<file path="src/rtl/im_pkg.sv">
// im_pkg: shared constants for the instruction store / fetch sequencer.
// Holds the FSM state encoding and the default geometry of the store.
package im_pkg;

   // Default geometry of the instruction store
   localparam int IM_IW_WIDTH_DEF = 26;
   localparam int IM_DEPTH_DEF    = 32;

   // FSM state type and encoding (plain constants for legacy tools)
   typedef logic [1:0] im_state_t;

   localparam im_state_t IM_IDLE = 2'd0;
   localparam im_state_t IM_LOAD = 2'd1;
   localparam im_state_t IM_RUN  = 2'd2;
   localparam im_state_t IM_HALT = 2'd3;

endpackage : im_pkg

</file>
<file path="src/rtl/im_ram.sv">
// im_ram: single-port synchronous instruction RAM, DEPTH x IW_WIDTH.
// One shared address port; a write in the same cycle wins over a read.
// The read data register sits behind an asynchronous reset so the fetched
// word output is zero out of reset, while the array itself is never cleared.
module im_ram
   import im_pkg::*;
#(
   parameter int  IW_WIDTH = IM_IW_WIDTH_DEF,
   parameter int  DEPTH    = IM_DEPTH_DEF,
   localparam int AW       = $clog2(DEPTH)
)(
   input  logic                clk,
   input  logic                i_rst_n,
   input  logic                i_we,
   input  logic                i_re,
   input  logic [AW-1:0]       i_addr,
   input  logic [IW_WIDTH-1:0] i_wdata,
   output logic [IW_WIDTH-1:0] o_rdata
);

   logic [IW_WIDTH-1:0] r_mem [DEPTH];
   logic [IW_WIDTH-1:0] r_rdata;

   // Array write; contents survive reset so a program is retained in the RAM
   always_ff @(posedge clk) begin
      if (i_we) begin
         r_mem[i_addr] <= i_wdata;
      end
   end

   // Registered read; holds its value on cycles without a read
   always_ff @(posedge clk or negedge i_rst_n) begin
      if (!i_rst_n) begin
         r_rdata <= '0;
      end else if (i_re && !i_we) begin
         r_rdata <= r_mem[i_addr];
      end
   end

   assign o_rdata = r_rdata;

endmodule : im_ram

</file>
<file path="src/rtl/inst_mem_sequencer.sv">
// inst_mem_sequencer: instruction store and fetch sequencer for the IPU
// control path. A host loads a program through a valid/ready port, then a
// run pulse fetches one word per cycle (one cycle read latency) towards the
// decoder, with stall, jump, halt-or-loop at end of program and a sticky
// error flag for load overflow, empty run and out-of-range jumps.
module inst_mem_sequencer
   import im_pkg::*;
#(
   parameter int  IW_WIDTH = IM_IW_WIDTH_DEF,
   parameter int  DEPTH    = IM_DEPTH_DEF,
   parameter bit  LOOP_EN  = 1'b0,
   localparam int AW       = $clog2(DEPTH)
)(
   input  logic                clk,
   input  logic                im_rst_n,
   input  logic                im_ld_start,
   input  logic                im_ld_valid,
   input  logic                im_ld_last,
   input  logic [IW_WIDTH-1:0] im_instLoad,
   output logic                im_ld_ready,
   input  logic                im_run,
   input  logic                im_stall,
   input  logic                im_jmp_en,
   input  logic [AW-1:0]       im_jmp_addr,
   output logic [IW_WIDTH-1:0] im_IW,
   output logic                im_IW_valid,
   output logic [AW-1:0]       im_pc,
   output logic [AW:0]         im_prog_len,
   output logic                im_done,
   output logic                im_err
);

   // Full-store marker in the AW+1 bit counter domain
   localparam logic [AW:0] C_DEPTH = (AW+1)'(DEPTH);

   // ---------------------------------------------------------------------
   // Registers
   // ---------------------------------------------------------------------
   im_state_t     r_state;
   logic [AW:0]   r_wptr;
   logic [AW:0]   r_prog_len;
   logic [AW-1:0] r_pc;
   logic [AW-1:0] r_pc_out;
   logic          r_valid;
   logic          r_done;
   logic          r_err;

   // ---------------------------------------------------------------------
   // Combinational decode
   // ---------------------------------------------------------------------
   logic          w_in_load;
   logic          w_in_idle_halt;
   logic          w_ld_ready;
   logic          w_wr_en;
   logic          w_ld_overflow;
   logic          w_run_start;
   logic          w_run_empty;
   logic          w_issue;
   logic          w_jmp_ok;
   logic          w_jmp_bad;
   logic          w_issue_last;
   logic          w_end_halt;
   logic [AW-1:0] w_issue_addr;
   logic [AW-1:0] w_next_pc;
   logic [AW-1:0] w_ram_addr;
   logic [IW_WIDTH-1:0] w_rdata;

   assign w_in_load      = (r_state == IM_LOAD);
   assign w_in_idle_halt = (r_state == IM_IDLE) || (r_state == IM_HALT);

   // Store accepts words until every slot has been written
   assign w_ld_ready     = w_in_load && (r_wptr < C_DEPTH);

   // A load start in the same cycle restarts the load, so the word is not taken
   assign w_wr_en        = w_ld_ready && im_ld_valid && !im_ld_start;
   assign w_ld_overflow  = w_in_load && !w_ld_ready && im_ld_valid && !im_ld_start;

   // Run request is only honoured from IDLE/HALT, and never against a load start
   assign w_run_start    = w_in_idle_halt && im_run && !im_ld_start;
   assign w_run_empty    = w_run_start && (r_prog_len == '0);

   // A fetch is issued every RUN cycle unless stalled or aborted by a new load
   assign w_issue        = (r_state == IM_RUN) && !im_ld_start && !im_stall;

   // Jump targets beyond the loaded program are flagged and ignored
   assign w_jmp_ok       = im_jmp_en && ({1'b0, im_jmp_addr} < r_prog_len);
   assign w_jmp_bad      = im_jmp_en && !w_jmp_ok;

   assign w_issue_addr   = w_jmp_ok ? im_jmp_addr : r_pc;
   assign w_issue_last   = ({1'b0, w_issue_addr} == (r_prog_len - 1'b1));
   assign w_end_halt     = w_issue && w_issue_last && !LOOP_EN;

   // After the last word either wrap to the start or step on (pc wraps mod DEPTH)
   assign w_next_pc      = (w_issue_last && LOOP_EN) ? '0 : (w_issue_addr + 1'b1);

   // Load and fetch never overlap, but the write still owns the port if they did
   assign w_ram_addr     = w_wr_en ? r_wptr[AW-1:0] : w_issue_addr;

   // ---------------------------------------------------------------------
   // Instruction RAM
   // ---------------------------------------------------------------------
   im_ram #(
      .IW_WIDTH (IW_WIDTH),
      .DEPTH    (DEPTH)
   ) u_ram (
      .clk     (clk),
      .i_rst_n (im_rst_n),
      .i_we    (w_wr_en),
      .i_re    (w_issue),
      .i_addr  (w_ram_addr),
      .i_wdata (im_instLoad),
      .o_rdata (w_rdata)
   );

   // ---------------------------------------------------------------------
   // Sequential logic
   // ---------------------------------------------------------------------

   // Main FSM: a load start overrides every state, including a same-cycle run
   always_ff @(posedge clk or negedge im_rst_n) begin
      if (!im_rst_n) begin
         r_state <= IM_IDLE;
      end else if (im_ld_start) begin
         r_state <= IM_LOAD;
      end else begin
         case (r_state)
            IM_LOAD: begin
               if (w_wr_en && im_ld_last) begin
                  r_state <= IM_IDLE;
               end
            end
            IM_IDLE, IM_HALT: begin
               if (w_run_empty) begin
                  r_state <= IM_IDLE;
               end else if (w_run_start) begin
                  r_state <= IM_RUN;
               end
            end
            IM_RUN: begin
               if (w_end_halt) begin
                  r_state <= IM_HALT;
               end
            end
            default: begin
               r_state <= IM_IDLE;
            end
         endcase
      end
   end

   // Load write pointer and program length; length only commits on the last word
   always_ff @(posedge clk or negedge im_rst_n) begin
      if (!im_rst_n) begin
         r_wptr     <= '0;
         r_prog_len <= '0;
      end else if (im_ld_start) begin
         r_wptr     <= '0;
         r_prog_len <= '0;
      end else if (w_wr_en) begin
         r_wptr <= r_wptr + 1'b1;
         if (im_ld_last) begin
            r_prog_len <= r_wptr + 1'b1;
         end
      end
   end

   // Program counter: restart at 0 on run, advance per issued fetch, hold on stall
   always_ff @(posedge clk or negedge im_rst_n) begin
      if (!im_rst_n) begin
         r_pc <= '0;
      end else if (w_run_start) begin
         r_pc <= '0;
      end else if (w_issue) begin
         r_pc <= w_next_pc;
      end
   end

   // Done follows entry to HALT; error is sticky until the next load start
   always_ff @(posedge clk or negedge im_rst_n) begin
      if (!im_rst_n) begin
         r_done <= 1'b0;
         r_err  <= 1'b0;
      end else if (im_ld_start) begin
         r_done <= 1'b0;
         r_err  <= 1'b0;
      end else begin
         if (w_run_start) begin
            r_done <= 1'b0;
         end else if (w_end_halt) begin
            r_done <= 1'b1;
         end
         if (w_ld_overflow || w_run_empty || (w_issue && w_jmp_bad)) begin
            r_err <= 1'b1;
         end
      end
   end

   // Fetch output: valid pulses with the read data, pc tracks the word on im_IW
   always_ff @(posedge clk or negedge im_rst_n) begin
      if (!im_rst_n) begin
         r_valid  <= 1'b0;
         r_pc_out <= '0;
      end else begin
         r_valid <= w_issue;
         if (w_issue) begin
            r_pc_out <= w_issue_addr;
         end
      end
   end

   // ---------------------------------------------------------------------
   // Outputs
   // ---------------------------------------------------------------------
   assign im_ld_ready = w_ld_ready;
   assign im_IW       = w_rdata;
   assign im_IW_valid = r_valid;
   assign im_pc       = r_pc_out;
   assign im_prog_len = r_prog_len;
   assign im_done     = r_done;
   assign im_err      = r_err;

endmodule : inst_mem_sequencer

</file>
<file path="config.mk">
export PLATFORM = sky130hd
export DESIGN_NAME = inst_mem_sequencer
export DESIGN_NICKNAME = d
export VERILOG_FILES = /design/src/rtl/im_pkg.sv /design/src/rtl/im_ram.sv /design/src/rtl/inst_mem_sequencer.sv
export SDC_FILE = /design/constraint.sdc
export NUM_CORES = 1
export LEC_CHECK = 0
export CAP_MARGIN = 10
export CORE_ASPECT_RATIO = 1.4
export CORE_MARGIN = 2
export CORE_UTILIZATION = 35
export CTS_CLUSTER_DIAMETER = 100
export DETAILED_ROUTE_END_ITERATION = 10
export SLEW_MARGIN = 20
export SYNTH_ARGS = -nofsm -noshare
export SYNTH_HDL_FRONTEND = slang
export SYNTH_SLANG_ARGS = --single-unit
export TNS_END_PERCENT = 1
</file>
<file path="constraint.sdc">
create_clock -name clk -period 6.7 [get_ports clk]
set_clock_uncertainty 0.15 [all_clocks]
set_input_delay 1.34 -clock clk [delete_from_list [all_inputs] [get_ports clk]]
set_output_delay 1.34 -clock clk [all_outputs]
set_load 0.02 [all_outputs]
</file>
==> results of run 1 <==
-- power by group --
part / internal [W] / leakage, nW / switching, W
logic: 0.00135 / 4.13 / 0.00280
clock network: 0.00269 / 1.35 / 0.00215
registers: 0.00620 / 8.18 / 0.000139
-- worst min path at each step --
stage,cells past startpoint,endpoint
4_1_cts,1,r_pc[3]
6_report,2,im_pc[0]
3_3_place_gp,1,im_done
3_5_place_dp,1,r_pc[3]
2_1_floorplan,1,r_pc[3]
5_1_grt,1,r_pc[1]
-- flip-flops by register name, summed over array words and instances (netlist names) --
name	flops
im_IW_valid	1
im_done	1
im_err	1
im_pc	5
im_prog_len	6
r_pc	5
r_state	2
r_wptr	6
u_ram.o_rdata	26
u_ram.r_mem	832
-- logic make-up (layout without fill, tap and decap cells) --
group | after synthesis | after routing | synth area share (%)
buf+inv | 240 | 387 | 2.60
mux | 13 | 13 | 0.389
other cells | 0 | 3 | 0
compound gates | 913 | 913 | 18.5
xor+xnor | 15 | 15 | 0.361
flops | 885 | 885 | 72.3
simple gates | 430 | 430 | 5.37
fa+ha+maj | 12 | 12 | 0.413
-- area by class of cell --
type / instances / area share [%]
Sequential cell: 885 / 62.0
Multi-Input combinational cell: 1383 / 22.3
Clock buffer: 103 / 5.29
Timing Repair Buffer: 218 / 5.12
Tap cell: 1339 / 3.95
Clock inverter: 55 / 1.24
Inverter: 11 / 0.0973
Antenna cell: 3 / 0.0177
-- worst min-delay path, stage by stage, from the launching register on --
cell and delay (ns):
dfrtp_1 0.34, nor2_1 0.05, a21oi_1 0.10
-- stage by stage --
step	cell area, sq um	cells	worst slack (ns)	utilization, %	hold slack (ns)
after floorplan	36400	2508	0.765	-	0.336
after global placement	39700	3836	0.599	38.6	0.363
after detailed placement	39600	3836	0.543	38.6	0.363
after CTS	42400	3994	1.26	41.3	0.378
after global routing	42400	3996	1.06	41.3	0.411
final	42400	3997	1.15	41.3	0.376
-- metal layers --
| layer | part of all wire (%) | wire length [um] | vias to the layer above |
|---|---|---|---|
| met1 | 38 | 44500 | 12337 |
| met5 | 0.039 | 46 | - |
| met3 | 8.6 | 10100 | 270 |
| li1 | - | - | 10201 |
| met4 | 4.6 | 5400 | 8 |
| met2 | 49 | 57300 | 1357 |
-- cell usage in the layout (no fill, tap or decap), types with 9 or more instances in the layout --
master / instances
edfxtp_1: 832
a21oi_1: 201
nand2_1: 201
a21boi_0: 164
a211oi_1: 153
buf_4: 112
and2_1: 99
a221oi_1: 97
clkbuf_16: 86
clkdlybuf4s50_1: 76
o22ai_1: 68
a32o_1: 60
a311o_1: 60
nor2_1: 58
dfrtp_1: 53
o32ai_1: 44
buf_12: 28
a31oi_1: 27
nor2_4: 26
a22oi_1: 19
clkinv_1: 15
clkinv_2: 14
clkbuf_1: 14
ha_1: 12
inv_1: 11
xnor2_1: 10
nor3_2: 9
==> impl_results.md, run 1 <==
* WS Path Type: in -> reg
* Grt total ovfl at 0
* Reg clk slew, reported paths at 0.06 ns
* Total power at 0.0153 W
* DIE HEIGHT at 385 um
* CP Data Arrival Time at 6.00 ns
* Post-CTS Resized at 0
* GR peak layer: met2
* Multi-input combinational cell area at 9450 sq um
* Worst R2R Setup Slack at 1.76 ns
* R2R Path End: u_ram.o_rdata[10]
* Measured slew at the worst slew-check pin at 1.11 ns
* Crit-path cells: clkdlybuf4s50_1, ha_1, a211oi_1, o31ai_2, a21oi_4, mux2i_2, a21oi_2, or3_2, buf_4, o32ai_1, a211oi_1, a31oi_1
* Slew HR at 26.3%
* Top cells by area, synth: edfxtp_1 69%, dfrtp_1 3.6%, a21boi_0 3.4%
* Buf/Inv on CP at 2
* Routed Antenna Nets at 0
* Max_cap viols at 0
* Via count at 24,173
* Hold Path Class: reg -> reg
* Nature of the critical path endpoint: flip-flop
* Cell depth of the worst flop-to-flop path at 12
* Fmax at 0.180 GHz
* Ys flop type: edfxtp_1
* IO Pins at 80
* Setup TNS at 0 ns
* Most frequent cell after synthesis: edfxtp_1
* Tmin final at 5.55 ns
* Register area at 26,300 sq um
* Yosys top cell area share at 68.7%
* Clock sink count at 885
* Die area at 107,000 sq um
* CTS tree: yes
* Mapped Nets at 2,559
* CP top delay family: compound AO/OA/AOI/OAI gates
* TritonRoute pass-1 iters at 6
* Largest net degree at the start of global routing at 144
* Avg Inst Size Synth at 14.5 sq um
* Setup violation total in the final timing report at 0
* Crit path capture: u_ram.o_rdata[10]
* Seq/Total Area, Yosys at 72.3%
* 1st-iter DRT viols at 2,857
* Drt drc at 0
* Num CTS Buffers at 86
* Post-DP HPWL at 69,100 um
* Root Buffer: clkbuf_16
* Initial antenna violation count at 9
* Worst VDD drop at 0.000254 V
* Outcome: complete, no violations
* Critical Path Stages at 12
* Final Wtd Congestion at 0.849
* Layout area overhead at 16.7%
* GRT met3 Usage at 4.16%
* Distinct cells, synth at 52
* Number of synthesis warnings at 0
* FP Rows at 139
* GR Layer Usage met2 at 36.5%
* RSZ-0062 raised after global routing: no
* CP required at 7.15 ns
* CP Launch Type: input pin
* Post-synth EDFFs at 832
* Global Route met1 Usage at 27.1%
* # hold bufs at CTS at 0
* Max Root-Sink Buffers at 3
* Critical path origin: im_jmp_addr[3]
* Gr usage total at 21.7%
* Avg WL per Cell at 29.4 um
* Synth Cell Area at 36,400 sq um
* Core area at 103,000 sq um
* Fraction of layout cells with a size suffix above 1 at 12.4%
* Crit path max fanout at 20
* Die X at 276 um
* Vias/cell at 6.05
* First-pass GRT wire length at 169,000 um
* Synth Register Bits at 885
* Wirelength, routed at 117,000 um
* IO buf count at 79
* Asr flop ratio synth at 5.99%
* Hold_sp: im_pc[0]
* H-tree levels at 3
* Most frequent CP cell: a211oi_1
* Post-Synthesis Cells at 2,508
* PwrDens at 361 nW/um^2
* Number of global-route vias before repair at 23,772
* Clk Latency, worst-skew pair at 0.69 ns
* Crit-path slowest cell: or3_2
* Fin nets at 2,636
* P_leak at 13.7 nW
* Initial core utilization at 35.4%
* Crit share post-route at 82.9%
* Area leader, netlist: edfxtp_1
* Hold violation total from the final report at 0
* Filler instances at 9,165
* Crit-path max cell delay at 0.86 ns
* Setup bufs post-CTS at 0
* Post-synth top cells: 832 x edfxtp_1, 203 x nand2_1, 201 x a21oi_1
* Critical R2R Launch: im_prog_len[3]
* Final Max Slew Viols at 0
Power figures use the tool's default switching activity.
==> inputs of run 2 (changes only) <==
==> constraint.sdc (replaced) <==
create_clock -name clk -period 4.75 [get_ports clk]
set_clock_uncertainty 0.15 [all_clocks]
set_input_delay 0.95 -clock clk [delete_from_list [all_inputs] [get_ports clk]]
set_output_delay 0.95 -clock clk [all_outputs]
set_load 0.02 [all_outputs]
==> impl_results.md, run 2 (synthesized netlist as in run 1, its figures left out) <==
* Tmin final at 4.35 ns
* Most frequent cells in the layout: 832 x edfxtp_1, 201 x a21oi_1, 201 x nand2_1
* Wirelength, routed at 119,000 um
* TritonRoute pass-1 iters at 6
* # hold bufs at CTS at 0
* DIE HEIGHT at 385 um
* Max_cap viols at 0
* Drt drc at 0
* Post-DP HPWL at 67,100 um
* Crit share post-route at 91.5%
* WS Path Type: in -> reg
* PwrDens at 503 nW/um^2
* Grt total ovfl at 0
* Initial core utilization at 35.4%
* Number of global-route vias before repair at 23,814
* Routed Antenna Nets at 0
* R2R Path End: u_ram.o_rdata[0]
* Fraction of layout cells with a size suffix above 1 at 14.4%
* 1st-iter DRT viols at 2,638
* Crit-path cells: clkdlybuf4s50_1, ha_1, a211oi_1, o31ai_2, a21oi_4, buf_4, mux2_2, nor2_4, buf_12, buf_4, a221oi_1, o32ai_1, a211oi_1, a31oi_1
* Crit path max fanout at 22
* Design Area, Final at 43,400 sq um
* Layout area overhead at 19.4%
* Hold violation total from the final report at 0
* Fmax at 0.230 GHz
* Cell depth of the worst flop-to-flop path at 14
* Worst R2R Setup Slack at 0.64 ns
* IO buf count at 79
* RSZ-0062 raised after global routing: no
* FP Rows at 139
* Fin nets at 2,683
* Final Max Slew Viols at 0
* CTS tree: yes
* Critical path origin: im_jmp_addr[3]
* Vias/cell at 6.05
* Initial antenna violation count at 6
* Max reg flops at 832
* Nature of the critical path endpoint: flip-flop
* Placed insts at 3,884
* Setup bufs post-CTS at 0
* Largest net degree at the start of global routing at 114
* Total power at 0.0218 W
* Gr usage total at 22.0%
* Commonest non-fill, non-tap cell in the layout: edfxtp_1
* Die area at 107,000 sq um
* Avg WL per Cell at 29.5 um
* Crit-path slowest cell: mux2_2
* Slew HR at 26.1%
* H-tree levels at 3
* Max Root-Sink Buffers at 3
* Final Wtd Congestion at 0.822
* Filler instances at 9,099
* Dpl cell area at 40,600 sq um
* Worst VDD drop at 0.000409 V
* Post-CTS Resized at 0
* Via count at 24,480
* First-pass GRT wire length at 170,000 um
* Num CTS Buffers at 85
* Setup violation total in the final timing report at 0
* Biggest register: u_ram.r_mem
* Root Buffer: clkbuf_16
* Measured slew at the worst slew-check pin at 1.10 ns
* Clock sink count at 885
* IO Pins at 80
* Die X at 276 um
* Hold Path Class: in -> async
* CP Data Arrival Time at 4.76 ns
* Clk Latency, worst-skew pair at 0.70 ns
* P_leak at 14.1 nW
* Core area at 103,000 sq um
* CP required at 5.17 ns
* Crit-path max cell delay at 0.53 ns
* Critical R2R Launch: im_prog_len[3]
* Crit path capture: u_ram.o_rdata[0]
* Post-Layout Cell Count at 4,047
* Reg clk slew, reported paths at 0.06 ns
* Outcome: complete, no violations
* CP Launch Type: input pin
* Layout Utilization at 42.2%
## run 2: cell types whose count changed in the layout (fill, tap and decap cells not counted), sizes merged
cell / delta
clkbuf: +15
clkdlybuf4s50: -9
inv: -4
clkinvlp: -3
buf: +57
clkinv: -6
## run 2: worst min path at each step
stage             start      end  slack (ns)
2_1_floorplan   r_pc[3]  r_pc[3]        0.34
4_1_cts        im_rst_n   im_err        0.33
6_report       im_rst_n   im_err        0.15
3_5_place_dp    im_done  im_done        0.37
5_1_grt        im_rst_n   im_err        0.19
3_3_place_gp    im_done  im_done        0.36
## run 2: worst max-delay path: cells and delay by family
| family | cells | cell delay (ns) |
|---|---|---|
| simple gates | 1 | 0.22 |
| mux | 1 | 0.53 |
| fa+ha+maj | 1 | 0.33 |
| compound gates | 7 | 1.58 |
| buf+inv | 4 | 1.13 |
## run 2: layer usage
layer  up-vias  share of wire [%]  track usage (%)
met5         -              0.010                0
met4         2                4.5             10.8
met3       261                8.5             3.73
met2      1314                 48             36.5
met1     12611                 39             28.0
li1      10292                  -                -
## run 2: per-stage QoR
step	setup TNS, ns	setup slack, ns	hold WS (ns)
after floorplan	-116.22	-0.745	0.336
after global placement	-3.46	-0.145	0.362
after detailed placement	-7.99	-0.207	0.369
after CTS	0	0.421	0.331
after global routing	0	0.247	0.187
final	0	0.403	0.152
## run 2: cell type report
type | count | area (sq um) | share of cell area [%]
Antenna cell | 3 | 7.51 | 0.0173
Clock buffer | 118 | 2420 | 5.57
Clock inverter | 42 | 449 | 1.03
Inverter | 11 | 41.3 | 0.0951
Multi-Input combinational cell | 1383 | 9450 | 21.8
Sequential cell | 885 | 26300 | 60.6
Tap cell | 1339 | 1680 | 3.86
Timing Repair Buffer | 266 | 3070 | 7.06
## run 2: where the power goes
| group | switching (W) | total (W) | internal [W] | leakage, nW |
|---|---|---|---|---|
| logic | 0.00377 | 0.00594 | 0.00217 | 4.55 |
| clock network | 0.00300 | 0.00697 | 0.00397 | 1.40 |
| registers | 0.000178 | 0.00892 | 0.00875 | 8.18 |
==> edit 1, RTL diff (config.mk and constraints of run 1) <==
Change the parameter `LOOP_EN` from 1'b0 to 1'b1.
--- a/src/rtl/inst_mem_sequencer.sv
+++ b/src/rtl/inst_mem_sequencer.sv
@@ -10,3 +10,3 @@
    parameter int  DEPTH    = IM_DEPTH_DEF,
-   parameter bit  LOOP_EN  = 1'b0,
+   parameter bit  LOOP_EN  = 1'b1,
    localparam int AW       = $clog2(DEPTH)
Formal check against the unedited RTL: same outputs for any inputs over 4 cycles, from zero or initial values and one cycle with im_rst_n low; that may be too few to reach the edited logic, so the function may still have changed.
==> edit 1 against run 1 <==
  * Sequential cell count shrank 1
  * First-iteration DRC count decreased by 0.42%
  * Synthesized area rose by 0.22%
  * Final area is 0.42% lower
  * Fmax is 7.2% higher
  * Total power shrank 15%
  * Sequential power shrank 2%
  * Worst setup slack better by 0.37 ns
  * Wire length down 2.1%
  * Highest routed layer is now met4
==> edit 1: results (changes against run 1) <==
| Metric | Value |
|---|---|
| Leak | `0.01357 uW (was 0.01366 uW)` |
| Largest stage delay, worst path | `0.56 ns (was 0.86 ns)` |
| RD Place Congestion | `0.8247 (was 0.8491)` |
| Clock Latency Late Sink | `0.67 ns (was 0.69 ns)` |
| TritonRoute pass-1 iters | `7 (was 6)` |
| Hold path endpoint | `im_pc[4]$_DFFE_PN0P_ (was im_pc[0]$_DFFE_PN0P_)` |
| FFs w/ async S/R, synth | `0.05882 (was 0.05989)` |
| Post-Route WL | `114.9 mm (was 117.3 mm)` |
| Synth cell types | `58 (was 52)` |
| Worst R2R Path Depth | `11 (was 12)` |
| GRT Overall Usage | `0.2116 (was 0.2166)` |
| Reg-to-reg startpoint | `im_prog_len[2]$_DFFE_PN0P_ (was im_prog_len[3]$_DFFE_PN0P_)` |
| Largest net degree at the start of global routing | `127 (was 144)` |
| Nets | `2643 (was 2636)` |
| 1st-iter DRT viols | `2845 (was 2857)` |
| Placement Setup Slack | `0.9076 ns (was 0.5429 ns)` |
| Hold_sp | `im_pc[4]$_DFFE_PN0P_ (was im_pc[0]$_DFFE_PN0P_)` |
| Post-DP HPWL | `65.67 mm (was 69.09 mm)` |
| Initial antenna violation count | `1 (was 9)` |
| Share of layout cells above drive strength 1 | `0.1172 (was 0.1239)` |
| Flop2flop setup slack | `2.07 ns (was 1.76 ns)` |
| Slowest-stage cell, CP | `nand3_2 (was or3_2)` |
| Status | `finished, final reports clean (unchanged)` |
| Inserted Clock Buffers | `81 (was 86)` |
| Mapped Cells | `2537 (was 2508)` |
| Worst VDD drop | `0.1755 mV (was 0.2542 mV)` |
| Dpl cell area | `0.03969 mm^2 (was 0.03965 mm^2)` |
| Sequential fraction of the synthesis area | `0.7212 (was 0.7235)` |
[edit 1: cell count changes after synthesis, sizes merged, moves of 6 or more]
cell,before,now
nand2,203,232
buf,52,78
clkbuf,177,152
a21oi,203,221
a22oi,19,1
o22ai,68,58
o21ai,1,10
nand3,10,17
a21boi,164,158
a311o,60,54
a32o,60,54
o32ai,44,50
[edit 1: how the worst max path moves through the flow]
stage | cells past startpoint | slack, ns | start | end
after floorplan | 9 | 1.06 | im_jmp_addr[3] | u_ram.r_mem[20][0]$_DFFE_PP_
after global placement | 12 | 0.84 | im_jmp_addr[3] | u_ram.o_rdata[16]$_DFFE_PN0P_
after detailed placement | 12 | 0.91 | im_jmp_addr[3] | u_ram.r_mem[28][15]$_DFFE_PP_
after CTS | 12 | 1.60 | im_jmp_addr[3] | u_ram.o_rdata[4]$_DFFE_PN0P_
after global routing | 11 | 1.32 | im_jmp_addr[3] | u_ram.r_mem[28][4]$_DFFE_PP_
final | 11 | 1.52 | im_jmp_addr[3] | u_ram.r_mem[28][20]$_DFFE_PP_
[edit 1: critical path, delay by kind of cell]
kind            cells  cell delay, ns
compound gates      3            1.07
fa+ha+maj           1            0.33
buf+inv             4            1.64
simple gates        3            0.92
[edit 1: cell type report]
type                       count  area, um^2
fill                        9433       61450
sequential                   884       26290
multi-input combinational   1409        9468
timing repair buffer         204        2165
clock buffer                 101        2153
tap                         1349        1688
clock inverter                51       434.2
inverter                      14       52.55
antenna                        1       2.502
[edit 1: report_power, final]
| part | leakage, uW | internal (uW) | switching, uW | total [uW] |
|---|---|---|---|---|
| clock | 0.00128 | 2530 | 2090 | 4620 |
| sequential | 0.00817 | 6140 | 103 | 6240 |
| combinational | 0.00413 | 747 | 1470 | 2210 |
| total | 0.0136 | 9420 | 3660 | 13100 |
[edit 1: layer usage]
layer  GRT usage  share of wire
met2      0.3686           0.50
met1      0.2622           0.38
met3     0.03694          0.077
met5           0              0
met4     0.08323          0.037
[edit 1: cells by family (layout without fill, tap and decap cells)]
| logic type | after synthesis | after routing | synth area share |
|---|---|---|---|
| AOI/OAI and AO/OA | 913 | 913 | 0.1831 |
| other | 1 | 2 | 0.0001029 |
| buffers and inverters | 244 | 370 | 0.02774 |
| adders and majority gates | 10 | 10 | 0.003433 |
| xor gates and xnor gates | 12 | 12 | 0.002884 |
| DFF | 884 | 884 | 0.7212 |
| muxes | 10 | 10 | 0.003570 |
| and+or+nand+nor | 463 | 463 | 0.05801 |
==> edit 2, RTL diff (flow settings as in run 1) <==
Made on the original files. Put one more register stage on the output `im_err`, with the module's reset. The value now appears one clock later. The other outputs are not delayed to match.
--- a/src/rtl/inst_mem_sequencer.sv
+++ b/src/rtl/inst_mem_sequencer.sv
@@ -219,3 +219,9 @@
    assign im_done     = r_done;
-   assign im_err      = r_err;
+   always_ff @(posedge clk or negedge im_rst_n) begin
+      if (!im_rst_n) begin
+         im_err <= '0;
+      end else begin
+         im_err <= r_err;
+      end
+   end
 
Function: changed (Yosys sat finds a counterexample within 4 cycles, from zero or initial values and one cycle with im_rst_n low).
==> edit 2 against run 1 <==
  * Total power shrank 2.6%
  * Worst setup slack gained 0.092 ns
  * Final area shrank 0.99%
  * Sequential cell count grew 1
  * Critical path depth shrank 1
  * Count of clock-buffer cells in the layout grew 1
  * Wire length shrank 4.2%
  * Synthesized area is essentially flat
  * Via count shrank 1.8%
  * Largest power group unchanged
==> edit 2: results (changes against run 1) <==
| Metric | Value |
|---|---|
| Arr. time, crit path | `5.89 ns (was 6.00 ns)` |
| Post-Route WL | `112.4 mm (was 117.3 mm)` |
| Synth Area in Adders | `0.004126 (was 0.004129)` |
| Sequential fraction of the synthesis area | `0.7236 (was 0.7235)` |
| Synth Area in Compound Gates | `0.1851 (was 0.1852)` |
| Leak | `0.01349 uW (was 0.01366 uW)` |
| Clock Latency Late Sink | `0.66 ns (was 0.69 ns)` |
| Ranking of synthesized cells by area | `edfxtp_1 (69%), dfrtp_1 (3.7%), a21boi_0 (3.4%) (was edfxtp_1 (69%), dfrtp_1 (3.6%), a21boi_0 (3.4%))` |
| First-pass GRT wire length | `162.1 mm (was 168.6 mm)` |
| Number of synthesized flops with an enable pin | `832 (unchanged)` |
| Max FO, Critical Path | `15 (was 20)` |
| FFs w/ async S/R, synth | `0.06095 (was 0.05989)` |
| Largest stage delay, worst path | `0.84 ns (was 0.86 ns)` |
| Post-Synth XOR/XNOR Area | `0.003610 (was 0.003612)` |
| Slowest-stage cell, CP | `or3_1 (was or3_2)` |
| GRT Overall Usage | `0.2075 (was 0.2166)` |
| Worst VDD drop | `0.2762 mV (was 0.2542 mV)` |
| Actual slew at the worst max-slew pin | `1.220 ns (was 1.106 ns)` |
| RD Place Congestion | `0.7987 (was 0.8491)` |
| Nets | `2612 (was 2636)` |
| Flop2flop setup slack | `1.87 ns (was 1.76 ns)` |
| Post-DP HPWL | `62.92 mm (was 69.09 mm)` |
| Post-synthesis mux area share | `0.003885 (was 0.003888)` |
| Share of layout cells above drive strength 1 | `0.1175 (was 0.1239)` |
| Largest net degree at the start of global routing | `163 (was 144)` |
| Status | `finished, final reports clean (unchanged)` |
-- edit 2: area by class of cell --
class | instances | area, um^2 | area share
Antenna cell | 1 | 2.502 | 0.00005957
Clock buffer | 104 | 2251 | 0.05358
Clock inverter | 52 | 416.7 | 0.009919
Inverter | 11 | 41.29 | 0.0009829
Multi-Input combinational cell | 1383 | 9440 | 0.2247
Sequential cell | 886 | 26340 | 0.6269
Tap cell | 1349 | 1688 | 0.04018
Timing Repair Buffer | 193 | 1832 | 0.04361
-- edit 2: final timing paths --
check,endpoint,cells after the start
setup reg to reg,u_ram.o_rdata[9]$_DFFE_PN0P_,11
setup / recovery,u_ram.o_rdata[9]$_DFFE_PN0P_,11
min in group asynchronous,im_prog_len[5]$_DFFE_PN0P_,1
hold reg to reg,im_err$_DFF_PN0_,0
max in group asynchronous,u_ram.o_rdata[18]$_DFFE_PN0P_,1
hold / removal,im_err$_DFF_PN0_,0
-- edit 2: through the flow --
stage | cell area (um^2) | std cells | setup WS, ns | hold slack (ns) | power (uW)
final | 42010 | 3979 | 1.240 | 0.2393 | 14930
after global routing | 42010 | 3979 | 1.222 | 0.2446 | 15490
after CTS | 42070 | 3978 | 1.407 | 0.2370 | 14980
after detailed placement | 39410 | 3822 | 0.6990 | 0.2235 | 10340
after global placement | 39410 | 3822 | 0.6527 | 0.2191 | 10280
after floorplan | 36390 | 2509 | 0.7654 | 0.2045 | 8829
-- edit 2: layer usage --
metal / track usage / part of all wire
met1: 0.2659 / 0.40
met2: 0.3476 / 0.49
met3: 0.03549 / 0.076
met4: 0.09006 / 0.039
met5: 0 / 0.00032
-- edit 2: where the power goes --
part | internal (uW) | switching (uW)
registers | 6210 | 121
clock network | 2590 | 2080
logic | 1300 | 2630
total | 10100 | 4830
